## src/rtl/pipe_skid_reg.sv

```systemverilog
// Pipeline stage register with 2-entry skid buffer: 1-cycle latency, full throughput, and in_ready
// registered so there is no combinational path from out_ready. Defining PIPE_SKID_PERF_EN adds stall_cnt.
module pipe_skid_reg #(
    parameter int DATA_W         = 32,
    parameter     RESET_VAL      = 0,
    parameter int CLEAR_ON_FLUSH = 1,
    parameter int CNT_W          = 16
) (
    input  logic              clk,
    input  logic              reset,
    input  logic              flush,
    input  logic              in_valid,
    output logic              in_ready,
    input  logic [DATA_W-1:0] in_data,
    output logic              out_valid,
    input  logic              out_ready,
    output logic [DATA_W-1:0] out_data
`ifdef PIPE_SKID_PERF_EN
    ,
    output logic [CNT_W-1:0]  stall_cnt
`endif
);

    localparam logic [DATA_W-1:0] RST_DATA = DATA_W'(RESET_VAL);

    typedef enum logic [1:0] {
        EMPTY = 2'd0,
        ONE   = 2'd1,
        FULL  = 2'd2
    } state_t;

    state_t            state;
    logic [DATA_W-1:0] main_q;
    logic [DATA_W-1:0] skid_q;
    logic              in_fire;
    logic              out_fire;

    assign in_fire  = in_valid & in_ready;
    assign out_fire = out_valid & out_ready;
    assign out_data = main_q;

    // out_valid and in_ready are kept as flops alongside the state so both
    // handshake outputs come straight from registers.
    always_ff @(posedge clk or posedge reset) begin
        if (reset) begin
            state     <= EMPTY;
            out_valid <= 1'b0;
            in_ready  <= 1'b1;
            main_q    <= RST_DATA;
            skid_q    <= RST_DATA;
        end else if (flush) begin
            state     <= EMPTY;
            out_valid <= 1'b0;
            in_ready  <= 1'b1;
            if (CLEAR_ON_FLUSH != 0) begin
                main_q <= RST_DATA;
                skid_q <= RST_DATA;
            end
        end else begin
            case (state)
                EMPTY: begin
                    if (in_fire) begin
                        main_q    <= in_data;
                        state     <= ONE;
                        out_valid <= 1'b1;
                    end
                end
                ONE: begin
                    if (in_fire && out_fire) begin
                        main_q <= in_data;
                    end else if (in_fire) begin
                        skid_q   <= in_data;
                        state    <= FULL;
                        in_ready <= 1'b0;
                    end else if (out_fire) begin
                        state     <= EMPTY;
                        out_valid <= 1'b0;
                    end
                end
                FULL: begin
                    if (out_fire) begin
                        main_q   <= skid_q;
                        state    <= ONE;
                        in_ready <= 1'b1;
                    end
                end
                default: begin
                    state     <= EMPTY;
                    out_valid <= 1'b0;
                    in_ready  <= 1'b1;
                end
            endcase
        end
    end

`ifdef PIPE_SKID_PERF_EN
    // Saturating count of cycles a valid entry waits on downstream; flush does not clear it.
    always_ff @(posedge clk or posedge reset) begin
        if (reset) begin
            stall_cnt <= '0;
        end else if (out_valid && !out_ready && (stall_cnt != {CNT_W{1'b1}})) begin
            stall_cnt <= stall_cnt + 1'b1;
        end
    end
`else
    logic unused_cnt_w;
    assign unused_cnt_w = (CNT_W > 0);
`endif

endmodule

```

## config.mk

```make
export PLATFORM = sky130hd
export DESIGN_NAME = pipe_skid_reg
export DESIGN_NICKNAME = d
export VERILOG_FILES = /design/src/rtl/pipe_skid_reg.sv
export SDC_FILE = /design/constraint.sdc
export NUM_CORES = 1
export LEC_CHECK = 0
export BUFFER_PORTS_ARGS = -buffer_cell sky130_fd_sc_hd__buf_4
export CORE_MARGIN = 5
export CORE_UTILIZATION = 45
export CTS_CLUSTER_DIAMETER = 40
export DETAILED_ROUTE_END_ITERATION = 7
export PLACE_DENSITY = 0.77
export SLEW_MARGIN = 5
export SYNTH_ARGS = -nofsm -noshare
export SYNTH_HDL_FRONTEND = slang
export SYNTH_SLANG_ARGS = --single-unit
export TNS_END_PERCENT = 5
```

## constraint.sdc

```tcl
create_clock -name clk -period 2.06 [get_ports clk]
set_input_delay 0.206 -clock clk [delete_from_list [all_inputs] [get_ports clk]]
set_output_delay 0.206 -clock clk [all_outputs]
set_load 0.02 [all_outputs]
```

Word-level counts from Yosys, hierarchy flattened:

Index checks and enable logic that the tools add are counted.

* flip-flop bits (word level): 68
* latch bits: 0
* memory bits (writable): 0
* bits in read-only memories: 0
* bits of input ports: 37
* output and inout bits: 34
* memories: 0

* add/subtract/negate cells: 0
* multipliers: 0
* divide/modulo/power cells: 0
* $lt $le $gt $ge: 0
* eq/ne operators: 13
* shift-type cells: 0
* mux-type cells: 26
* bitwise operators: 2
* reduce and logical (&&, ||, !) cells: 10

Operators with widths (count)
* $mux W32: 7
* $pmux W32 S3: 1
* $ne A3 B3 Y1 const B: 7
* $mux W2: 6
* $reduce_and A4 Y1: 3
* $mux W1: 9
* $ne A2 B2 Y1 const B: 3
* $pmux W1 S3: 2
* $pmux W2 S3: 1
* $reduce_and A5 Y1: 1
* $ne A4 B4 Y1 const B: 1
* $reduce_bool A2 Y1: 2
* $reduce_bool A4 Y1: 1
* $reduce_and A3 Y1: 1
* $and A1 B1 Y1: 2
* $eq A2 B1 Y1 const B: 1
* $eq A2 B2 Y1 const B: 1
* $logic_not A2 Y1: 1
* $logic_and A1 B1 Y1: 1

Depth between registers and ports, before layout:

Gate-level depths: netlist of the first run.

* word-level depth: 6
* mapped depth: 7
* gate-level depth less buffers: 4

Least setup slack after synthesis of the first run:

No wires, ideal clock.

* path kind: reg2reg
* from: reg in_ready
* to: reg main_q[14] (netlist: out_data[14])
* arrival: 1.389 ns
* data required time: 1.915 ns
* slack: 0.527 ns
* cell stages (with the launch flop): 7
* buffers on the path: 2
* cell sequence: dfstp_2 -> nand3b_1 -> a32o_1 -> buf_6 -> buf_2 -> nand2_1 -> o31ai_2

* word-level cells in the longest chain between the ends: 4

RTL lines
* start, declared: line 13 `output logic in_ready,`
* start signal, assigned: line 48 `in_ready <= 1'b1;`
* start signal, assigned: line 54 `in_ready <= 1'b1;`
* start signal, assigned: line 74 `in_ready <= 1'b0;`
* $and A1 B1 Y1 *: line 38 `assign in_fire = in_valid & in_ready;`
* $logic_and A1 B1 Y1: line 69 `if (in_fire && out_fire) begin`
* $ne A3 B3 Y1 (no line)
* $reduce_and A4 Y1 (no line) *
* end signal, assigned: line 63 `main_q <= in_data;`
* end signal, assigned: line 70 `main_q <= in_data;`
* end signal, assigned: line 82 `main_q <= skid_q;`
* end, declared: line 33 `logic [DATA_W-1:0] main_q;`

Every way passes the cells marked *; elsewhere a longest branch is shown, timed or not.
A chain may end at the register's enable or synchronous reset.

Final worst setup path of the first run:

* from: reg out_valid
* to: reg main_q[18] (netlist: out_data[18])

* word-level cells in the longest chain between the ends: 4

RTL lines
* start, declared: line 15 `output logic out_valid,`
* start signal, assigned: line 47 `out_valid <= 1'b0;`
* start signal, assigned: line 53 `out_valid <= 1'b0;`
* start signal, assigned: line 65 `out_valid <= 1'b1;`
* $and A1 B1 Y1 *: line 39 `assign out_fire = out_valid & out_ready;`
* $logic_and A1 B1 Y1: line 69
* $ne A3 B3 Y1 (no line)
* $reduce_and A4 Y1 (no line) *

Marks and branches as above.

==> impl_summary.txt, run 1 <==
----------------------------------------------------
[Pwr]
  Post-route total power ... 3.66 mW
  Max IR drop VDD ... between 400 and 500 uV
  Pwr Density ... approximately 900 nW/um^2
  Static Leak ... around 2.0 nW

[STA]
  TNS Setup ... 0 ps
  Fin. max-slew vios ... 0
  Worst slew margin relative to its limit ... a little under half
  Highest clock rate ... 541 MHz
  RSZ-0062 raised after global routing ... false
  Worst Tran Pin Value ... 813 ps
  Post-route fraction of the period consumed by the critical path ... 89.6%
  Min Tclk post-route ... approximately 1800 ps
  Total of endpoints with negative setup slack in the final report ... 0
  Fin. Hold Viols ... 0
  Final Skew ... between 9 and 10 ps

[Clock network]
  Setup Buffers After CTS ... 0
  TritonCTS clock tree ... built
  Number of buffers inserted by hold repair at cts ... 1
  Sinks on Clock Net ... 68
  Number of levels the H-tree was split into ... 3
  Root Buffer Master ... clkbuf_8
  Clock slew at the register clock pins of the worst setup and hold paths ... 70 ps
  Clock latency on the worst-skew pair ... ~340 ps
  Clock Tree Buf Depth ... 2
  Number of buffers added by the clock tree synthesis step ... 9
  Number of instances resized during post-cts repair ... 0

[Yosys]
  Cell taking the most area after synthesis ... dfrtp_1
  Most repeated cell in the gate-level netlist after synthesis ... nand2_1
  Synth Net Count ... 350
  Synthesized netlist cell count ... approximately 310
  Leading post-synthesis cells by cell area ... dfrtp_1 (52%), nand2_1 (12%), o31ai_2 (11%)
  Yosys warnings ... 0
  Share of flip-flops with an asynchronous set or reset ... 100%
  Post-synthesis area per instance ... ~10 um^2
  Post-synthesis register bit count ... between 60 and 70
  Count of distinct cell types in the synthesized netlist ... 26
  Sequential fraction of the synthesis area ... between 50% and 60%
  Number of enable-type register cells in the synthesized netlist ... 0
  Most used flip-flop cell after synthesis ... dfrtp_1
  Post-synth design cell area ... 3230 um^2
  Top cell type's share of synthesized area ... between 50% and 60%
  List of most frequent post-synthesis cells ... nand2_1 (99), dfrtp_1 (67), a21oi_1 (35), mux2i_1 (32), o31ai_2 (28)

[Global route]
  Vias in the first global route ... between 2000 and 3000
  First-pass GRT wire length ... 12100 um
  Number of antenna violations at the first check in global routing ... 0
  Tot GR Track Use ... around 17%
  Largest net degree at the start of global routing ... 65
  Gr ovfl total ... 0

[Placed design]
  Last weighted congestion value of the routability-driven placer ... around 0.74
  Detailed placer's ending HPWL ... ~4900 um
  IO Port Bufs ... 70

[Die]
  Floorplan core area ... approximately 6900 um^2
  Number of rows in the core area ... 30
  Initial core utilization ... 46.8%
  Die H ... roughly 95 um
  Die boundary width ... 94.7 um
  Die area ... around 9000 um^2
  Io pins ... 71

[Critical path]
  Data arrival time of the critical path ... ~2100 ps
  Critical Setup Path Class ... flop to flop
  Reg2Reg Launch Point ... out_valid$_DFFE_PP0P_
  Top fanout value on the critical path ... between 60 and 70
  Nature of the critical path endpoint ... flop
  Critical path origin ... out_valid$_DFFE_PP0P_
  Data required time at the worst endpoint ... between 2000 and 2500 ps
  Critical Path Start Type ... flop

[Job]
  # Max-Cap Violations ... 0

[Route]
  Average wire per cell in the routed design ... approximately 15 um
  Detailed Route Iter0 Violations ... between 100 and 150
  Mean number of vias per cell ... 5.15
  DRC Markers ... 0
  First drt pass iteration count ... 4
  Number of nets with antenna violations after detailed routing ... 0
  DRT Wirelength ... 7260 um
  Total via count after detailed routing ... between 2000 and 2500

[Cells and area]
  Net count of the finished layout ... between 400 and 500
  Area delta synth->final ... 24.8%
  Count of inserted antenna diode cells ... 0
  Fraction of layout instances using a drive strength above 1 ... roughly a third

[Hold path]
  Hold WC Path Type ... primary input to flop
  Origin of the worst min-delay path ... in_data[6]

[Run status]
  Outcome ... complete, no violations

----------------------------------------------------
==> report_power, final <==
| part | total, mW | switching, mW | leakage (nW) | internal (mW) |
|---|---|---|---|---|
| logic | 1.02 | 0.596 | 1.03 | 0.421 |
| registers | 1.62 | 0.116 | 0.910 | 1.51 |
| clock network | 1.02 | 0.482 | 0.0870 | 0.541 |
==> layer usage <==
metal / up-vias / track usage, % / routed length, um / part of all wire, %
li1: 1198 / - / - / -
met1: 1203 / 21.8 / 3170 / 44
met2: 66 / 29.2 / 3650 / 50
met3: 2 / 5.58 / 419 / 5.8
met4: 0 / 3.97 / 25 / 0.34
met5: - / 0 / 0 / 0
==> worst max-delay path, stage by stage (launching register included) <==
cell,delay [ps]
dfrtp_1,460
a21oi_1,260
a32o_4,720
nand2_1,170
o31ai_2,100
==> sequential cells by signal, indices dropped and copies added (netlist names) <==
| signal | count |
|---|---|
| out_data | 32 |
| out_valid | 1 |
| state | 2 |
| in_ready | 1 |
| skid_q | 32 |
==> kinds of logic after synthesis <==
group,count (synthesis),share of synthesized area (%)
AO/OA/AOI/OAI,75,19.0
buffers and inverters,28,4.76
flip-flops,68,52.7
multiplexers,32,9.91
AND/OR/NAND/NOR,110,13.6
==> per-stage QoR <==
stage	util (%)	hold slack (ps)	cell area [um^2]	setup slack, ps	instances
after floorplan	-	323	3230	144	313
after global placement	55.6	284	3840	331	464
after detailed placement	55.6	291	3840	219	464
after CTS	58.4	97.6	4030	195	479
after global routing	58.4	100	4030	84.9	479
final	58.4	110	4030	213	479
==> path summary, 6_finish.rpt <==
check,end,cells after the start,slack (ps)
setup reg to reg,out_data[18]$_DFFE_PP0P_,4,210
hold reg to reg,out_data[3]$_DFFE_PP0P_,2,490
max in group asynchronous,out_data[18]$_DFFE_PP0P_,4,930
hold / removal,skid_q[6]$_DFFE_PP0P_,3,110
setup / recovery,out_data[18]$_DFFE_PP0P_,4,210
min in group asynchronous,skid_q[3]$_DFFE_PP0P_,3,480
==> layout make-up <==
| cell class | count | area [um^2] |
|---|---|---|
| Fill cell | 633 | 2880 |
| Tap cell | 96 | 120 |
| Inverter | 4 | 15.0 |
| Timing Repair Buffer | 80 | 616 |
| Sequential cell | 68 | 1700 |
| Clock inverter | 5 | 55.1 |
| Clock buffer | 9 | 124 |
| Multi-Input combinational cell | 217 | 1400 |
==> cells in the final DEF (no fill, tap or decap), drive strengths merged <==
cell type	n
inv	4
dlygate4sd3	1
clkbuf	9
a21boi	1
nor2b	1
buf	79
dfrtp	67
a32o	1
dfstp	1
a21o	1
o21ai	2
nand2	99
nand4b	1
a2bb2oi	1
o22ai	1
mux2i	32
nand3b	1
a211oi	1
nand3	1
o31ai	32
and3b	1
a21oi	35
or2	2
bufinv	1
nand2b	2
clkinvlp	2
clkinv	2
nor2	2
(Power assumes the default switching activity.)
==> inputs of run 2 (changes only) <==
--- a/config.mk
+++ b/config.mk
@@ -10,6 +10,7 @@
 export CORE_UTILIZATION = 45
 export CTS_CLUSTER_DIAMETER = 40
 export DETAILED_ROUTE_END_ITERATION = 7
+export GPL_TIMING_DRIVEN = 0
 export PLACE_DENSITY = 0.77
 export SLEW_MARGIN = 5
 export SYNTH_ARGS = -nofsm -noshare
==> run 2 against run 1 <==
Net effect: routed wire length is 5.8% higher; combinational power is 4% higher; die area stayed put.
==> impl_summary.txt, run 2 (synthesis gave the netlist of run 1 again) <==
----------------------------------------------------
[Critical path]
  Data arrival time of the critical path ... around 2000 ps
  Reg2Reg Launch Point ... in_ready$_DFFE_PP1P_
  Setup slack of the most critical reg-to-reg path ... between 200 and 300 ps
  Nature of the critical path endpoint ... flop
  Data required time at the worst endpoint ... 2320 ps
  Library cell contributing the largest single delay on the critical path ... dfstp_2
  Crit-path most repeated cell ... a21oi_1
  Critical Path Start Type ... flop
  Top fanout value on the critical path ... 10
  Depth of the most critical reg-to-reg path ... 5
  End of the worst register-to-register path ... skid_q[12]$_DFFE_PP0P_
  Critical Setup Path Class ... flop to flop
  CP cell instances ... nand4b_1 > a21oi_1 > buf_2 > nand2_1 > a21oi_1
  Largest stage delay on the critical path ... 580 ps

[Route]
  Mean number of vias per cell ... 5.17
  DRT Wirelength ... between 7000 and 8000 um
  Average wire per cell in the routed design ... around 16 um
  DRC Markers ... 0
  Number of nets with antenna violations after detailed routing ... 0
  Detailed Route Iter0 Violations ... 128
  First drt pass iteration count ... 5
  Total via count after detailed routing ... between 2000 and 3000

[Clock network]
  Sinks on Clock Net ... 68
  Clock Tree Buf Depth ... 2
  Setup Buffers After CTS ... 0
  Number of buffers inserted by hold repair at cts ... 0
  Number of instances resized during post-cts repair ... 0
  TritonCTS clock tree ... built
  Root Buffer Master ... clkbuf_8
  Clock latency on the worst-skew pair ... about 340 ps
  Clock slew at the register clock pins of the worst setup and hold paths ... about 70 ps
  Number of levels the H-tree was split into ... 3
  Number of buffers added by the clock tree synthesis step ... 9

[Cells and area]
  Commonest non-fill, non-tap cells in the layout ... nand2_1 (99), buf_4 (70), dfrtp_1 (67)
  Fraction of layout instances using a drive strength above 1 ... 32.8%
  Final design area excluding fillers ... about 4100 um^2
  Commonest non-fill, non-tap cell in the layout ... nand2_1
  Count of inserted antenna diode cells ... 0
  Area delta synth->final ... 26.3%
  Fill cell total of the finished layout ... 624
  Net count of the finished layout ... 431

[STA]
  Final Skew ... between 4 and 5 ps
  Min Tclk post-route ... ~1800 ps
  Worst slew margin relative to its limit ... between 40% and 50%
  RSZ-0062 raised after global routing ... false
  Post-route setup slack ... between 200 and 300 ps
  Fin. max-slew vios ... 0
  Hold slack ... around 26 ps
  Worst Tran Pin Value ... roughly 830 ps
  Post-route fraction of the period consumed by the critical path ... approximately 86%
  Fin. Hold Viols ... 0
  Total of endpoints with negative setup slack in the final report ... 0
  Highest clock rate ... between 500 and 600 MHz

[Die]
  Die area ... about 9000 um^2
  Die boundary width ... 94.7 um
  Number of rows in the core area ... 30
  Die H ... approximately 95 um
  Initial core utilization ... a little under half
  Floorplan core area ... roughly 6900 um^2
  Io pins ... 71

[Pwr]
  Max IR drop VDD ... slightly above 400 uV
  Pwr Density ... ~930 nW/um^2
  Static Leak ... a little over 2 nW

[Placed design]
  Detailed placer's ending HPWL ... about 5400 um
  Total placed instance area ... just under 4000 um^2
  IO Port Bufs ... 70
  Last weighted congestion value of the routability-driven placer ... between 0.8 and 0.9
  Pre-CTS setup slack ... 274 ps

[Job]
  # Max-Cap Violations ... 0

[Global route]
  Largest net degree at the start of global routing ... around 70
  Tot GR Track Use ... around a fifth
  First-pass GRT wire length ... around 13000 um
  Vias in the first global route ... roughly 2700
  Number of antenna violations at the first check in global routing ... 0
  Gr ovfl total ... 0

[Hold path]
  Hold WC Path Type ... primary input to async pin

[Run status]
  Outcome ... complete, no violations

----------------------------------------------------
run 2: cell count changes in the layout (fill, tap and decap cells not counted), moves of 2 or more:
cell      before  now
buf_2          0    9
clkbuf_8       9   11
buf_4         78   70
clkbuf_1       0   11
buf_6          0    5
run 2: area by class of cell:
type                            count  area, um^2  share of cell area (%)
Clock buffer                       12         155                    3.80
Tap cell                           96         120                    2.94
Clock inverter                      4        47.5                    1.16
Buffer                             24         139                    3.40
Timing Repair Buffer               70         526                    12.9
Sequential cell                    68        1700                    41.7
Multi-Input combinational cell    217        1370                    33.7
Inverter                            4        17.5                   0.429
run 2: where the power goes:
group | total, mW | leakage [nW] | internal, mW | switching (mW)
Sequential | 1.62 | 0.910 | 1.51 | 0.114
Combinational | 1.06 | 1.05 | 0.449 | 0.613
Clock | 1.12 | 0.102 | 0.622 | 0.497
run 2: per-layer routing:
| metal | part of all wire (%) | GRT usage (%) |
|---|---|---|
| met1 | 44 | 22.9 |
| met2 | 48 | 30.7 |
| met3 | 6.8 | 5.74 |
| met4 | 1.4 | 7.21 |
| met5 | 0 | 0 |
run 2: worst max path at each step:
| stage | slack [ps] | depth (start not counted) | start | end |
|---|---|---|---|---|
| after floorplan | 140 | 1 | reset | out_data[0]$_DFFE_PP0P_ |
| after global placement | -690 | 2 | reset | out_data[0]$_DFFE_PP0P_ |
| after detailed placement | 270 | 5 | in_ready$_DFFE_PP1P_ | skid_q[12]$_DFFE_PP0P_ |
| after CTS | 270 | 5 | in_ready$_DFFE_PP1P_ | skid_q[12]$_DFFE_PP0P_ |
| after global routing | 90 | 5 | in_ready$_DFFE_PP1P_ | skid_q[8]$_DFFE_PP0P_ |
| final | 280 | 5 | in_ready$_DFFE_PP1P_ | skid_q[12]$_DFFE_PP0P_ |
run 2: worst max-delay path: cells and delay by family (launching register included):
kind | cells | cell delay (ps)
buffers and inverters | 1 | 330
AO/OA/AOI/OAI | 2 | 570
flip-flops | 1 | 580
AND/OR/NAND/NOR | 2 | 230
run 2: stage by stage:
| stage | cells | power [mW] | setup TNS (ps) | utilization [%] |
|---|---|---|---|---|
| 3_3_place_gp | 479 | 2.69 | -45920 | 56.1 |
| 6_report | 495 | 3.80 | 0 | 59.1 |
| 5_1_grt | 495 | 4.02 | 0 | 59.1 |
| 4_1_cts | 495 | 3.84 | 0 | 59.1 |
| 3_5_place_dp | 479 | 2.72 | 0 | 56.2 |
| 2_1_floorplan | 313 | 2.30 | 0 | - |
==> inputs of run 3 (changes only) <==
--- a/config.mk
+++ b/config.mk
@@ -11,6 +11,7 @@
 export CTS_CLUSTER_DIAMETER = 40
 export DETAILED_ROUTE_END_ITERATION = 7
 export GPL_TIMING_DRIVEN = 0
+export HOLD_SLACK_MARGIN = 0.06
 export PLACE_DENSITY = 0.77
 export SLEW_MARGIN = 5
 export SYNTH_ARGS = -nofsm -noshare
==> run 3 against run 2 <==
Net effect: combinational power about the same; utilization grew 0.14 points; sequential share of layout area fell by 0.10 points; clock-buffer cell count is the same; total power up 0.20%; sequential power about the same; register-to-register slack worse by 40 ps; maximum frequency decreased by 2.0%; critical path type unchanged; largest cell class unchanged.
==> impl_summary.txt, run 3 (synthesis gave the netlist of run 1 again) <==
----------------------------------------------------
[Run status]
  Outcome ... complete, no violations

[Global route]
  Largest net degree at the start of global routing ... between 60 and 70
  Tot GR Track Use ... a little under a fifth
  First-pass GRT wire length ... ~13000 um
  Number of antenna violations at the first check in global routing ... 0
  Gr ovfl total ... 0
  Vias in the first global route ... 2667

[Route]
  DRC Markers ... 0
  Average wire per cell in the routed design ... around 16 um
  Total via count after detailed routing ... between 2000 and 3000
  DRT Wirelength ... 7710 um
  Mean number of vias per cell ... just over 5
  First drt pass iteration count ... 4
  Detailed Route Iter0 Violations ... around 120
  Number of nets with antenna violations after detailed routing ... 0

[Critical path]
  Data arrival time of the critical path ... between 2000 and 2500 ps
  End of the worst register-to-register path ... skid_q[12]$_DFFE_PP0P_
  Depth of the most critical reg-to-reg path ... 5
  Critical Setup Path Class ... flop to flop
  Setup slack of the most critical reg-to-reg path ... 240 ps
  Data required time at the worst endpoint ... 2320 ps
  Reg2Reg Launch Point ... in_ready$_DFFE_PP1P_
  Critical Path Start Type ... flop
  Top fanout value on the critical path ... 10
  Nature of the critical path endpoint ... flop

[Pwr]
  Static Leak ... roughly 2.1 nW
  Max IR drop VDD ... a little over 400 uV
  Pwr Density ... 931 nW/um^2
  Post-route total power ... ~3.8 mW

[Cells and area]
  Area delta synth->final ... 26.6%
  Fill cell total of the finished layout ... ~620
  Count of inserted antenna diode cells ... 0
  Fraction of layout instances using a drive strength above 1 ... between 30% and 40%
  Commonest non-fill, non-tap cells in the layout ... nand2_1 (99), buf_4 (70), dfrtp_1 (67)
  Multi-input combinational cell area ... 1370 um^2
  FF+latch area ... 1700 um^2
  Net count of the finished layout ... 432
  Commonest non-fill, non-tap cell in the layout ... nand2_1

[Clock network]
  Clock slew at the register clock pins of the worst setup and hold paths ... roughly 70 ps
  TritonCTS clock tree ... built
  Clock Tree Buf Depth ... 2
  Sinks on Clock Net ... approximately 70
  Number of instances resized during post-cts repair ... 0
  Number of levels the H-tree was split into ... 3
  Number of buffers added by the clock tree synthesis step ... 9
  Setup Buffers After CTS ... 0
  Clock latency on the worst-skew pair ... between 300 and 400 ps
  Root Buffer Master ... clkbuf_8

[STA]
  RSZ-0062 raised after global routing ... false
  Fin. max-slew vios ... 0
  Worst slew margin relative to its limit ... between 40% and 50%
  Min Tclk post-route ... 1820 ps
  Post-route fraction of the period consumed by the critical path ... 88.2%
  Hold slack ... between 100 and 150 ps
  Post-route setup slack ... between 200 and 250 ps
  Total of endpoints with negative setup slack in the final report ... 0
  TNS Setup ... 0 ps
  Worst Tran Pin Value ... approximately 830 ps
  Fin. Hold Viols ... 0
  Final Skew ... 6.08 ps
  Highest clock rate ... approximately 550 MHz

[Die]
  Number of rows in the core area ... 30
  Initial core utilization ... 46.8%
  Die H ... 94.7 um
  Die boundary width ... about 95 um
  Die area ... 8970 um^2
  Io pins ... between 70 and 80
  Floorplan core area ... between 6000 and 7000 um^2

[Hold path]
  Origin of the worst min-delay path ... in_data[11]
  Instance count along the most critical hold path ... 3
  Hold WC Path Type ... primary input to flop
  Worst min-delay path endpoint ... skid_q[11]$_DFFE_PP0P_

[Placed design]
  Pre-CTS setup slack ... approximately 270 ps
  IO Port Bufs ... 70
  Last weighted congestion value of the routability-driven placer ... 0.801
  Detailed placer's ending HPWL ... about 5400 um

[Job]
  # Max-Cap Violations ... 0

----------------------------------------------------
run 3: changes by cell type in the layout (fill, tap and decap cells not counted), sizes merged:
cell	change
dlygate4sd3	+1
run 3: power breakdown:
group	switching, mW	internal [mW]	total [mW]
logic	0.615	0.451	1.07
registers	0.114	1.51	1.62
clock network	0.502	0.622	1.12
total	1.23	2.58	3.81
run 3: routing by layer:
layer	track usage (%)	part of all wire [%]	vias to the layer above	wire length (um)
li1	-	-	1235	-
met1	23.0	44	1226	3370
met4	7.21	1.4	0	109
met2	30.7	48	84	3680
met3	5.74	7.2	10	555
met5	0	0	-	0
run 3: what timing repair did:
| item | in CTS | in global routing |
|---|---|---|
| endpoints found under the setup margin | 0 | 0 |
| hold endpoints to repair | 26 | 0 |
| hold buffers | 1 | 0 |
run 3: final cells by class:
cell class	instances	area share, %
clock inverter	4	1.16
sequential	68	41.6
clock buffer	12	3.79
multi-input combinational	217	33.6
timing repair buffer	71	13.1
inverter	4	0.428
tap	96	2.94
buffer	24	3.39
run 3: how the worst max path moves through the flow:
stage	depth (start not counted)	endpoint	start	slack [ps]
5_1_grt	5	skid_q[8]$_DFFE_PP0P_	in_ready$_DFFE_PP1P_	90
3_3_place_gp	2	out_data[0]$_DFFE_PP0P_	reset	-690
2_1_floorplan	1	out_data[0]$_DFFE_PP0P_	reset	140
4_1_cts	5	skid_q[12]$_DFFE_PP0P_	in_ready$_DFFE_PP1P_	270
3_5_place_dp	5	skid_q[12]$_DFFE_PP0P_	in_ready$_DFFE_PP1P_	270
6_report	5	skid_q[12]$_DFFE_PP0P_	in_ready$_DFFE_PP1P_	240
run 3: worst max-delay path, stage by stage, from the launching register on:
cell and delay, ps:
dfstp_2 580, nand4b_1 150, a21oi_1 450, buf_2 340, nand2_1 80, a21oi_1 140
run 3: stage by stage:
step | cell area (um^2) | instances | utilization, %
detailed placement | 3880 | 479 | 56.2
CTS | 4090 | 496 | 59.2
floorplan | 3230 | 313 | -
finish | 4090 | 496 | 59.2
global route | 4090 | 496 | 59.2
global placement | 3880 | 479 | 56.1
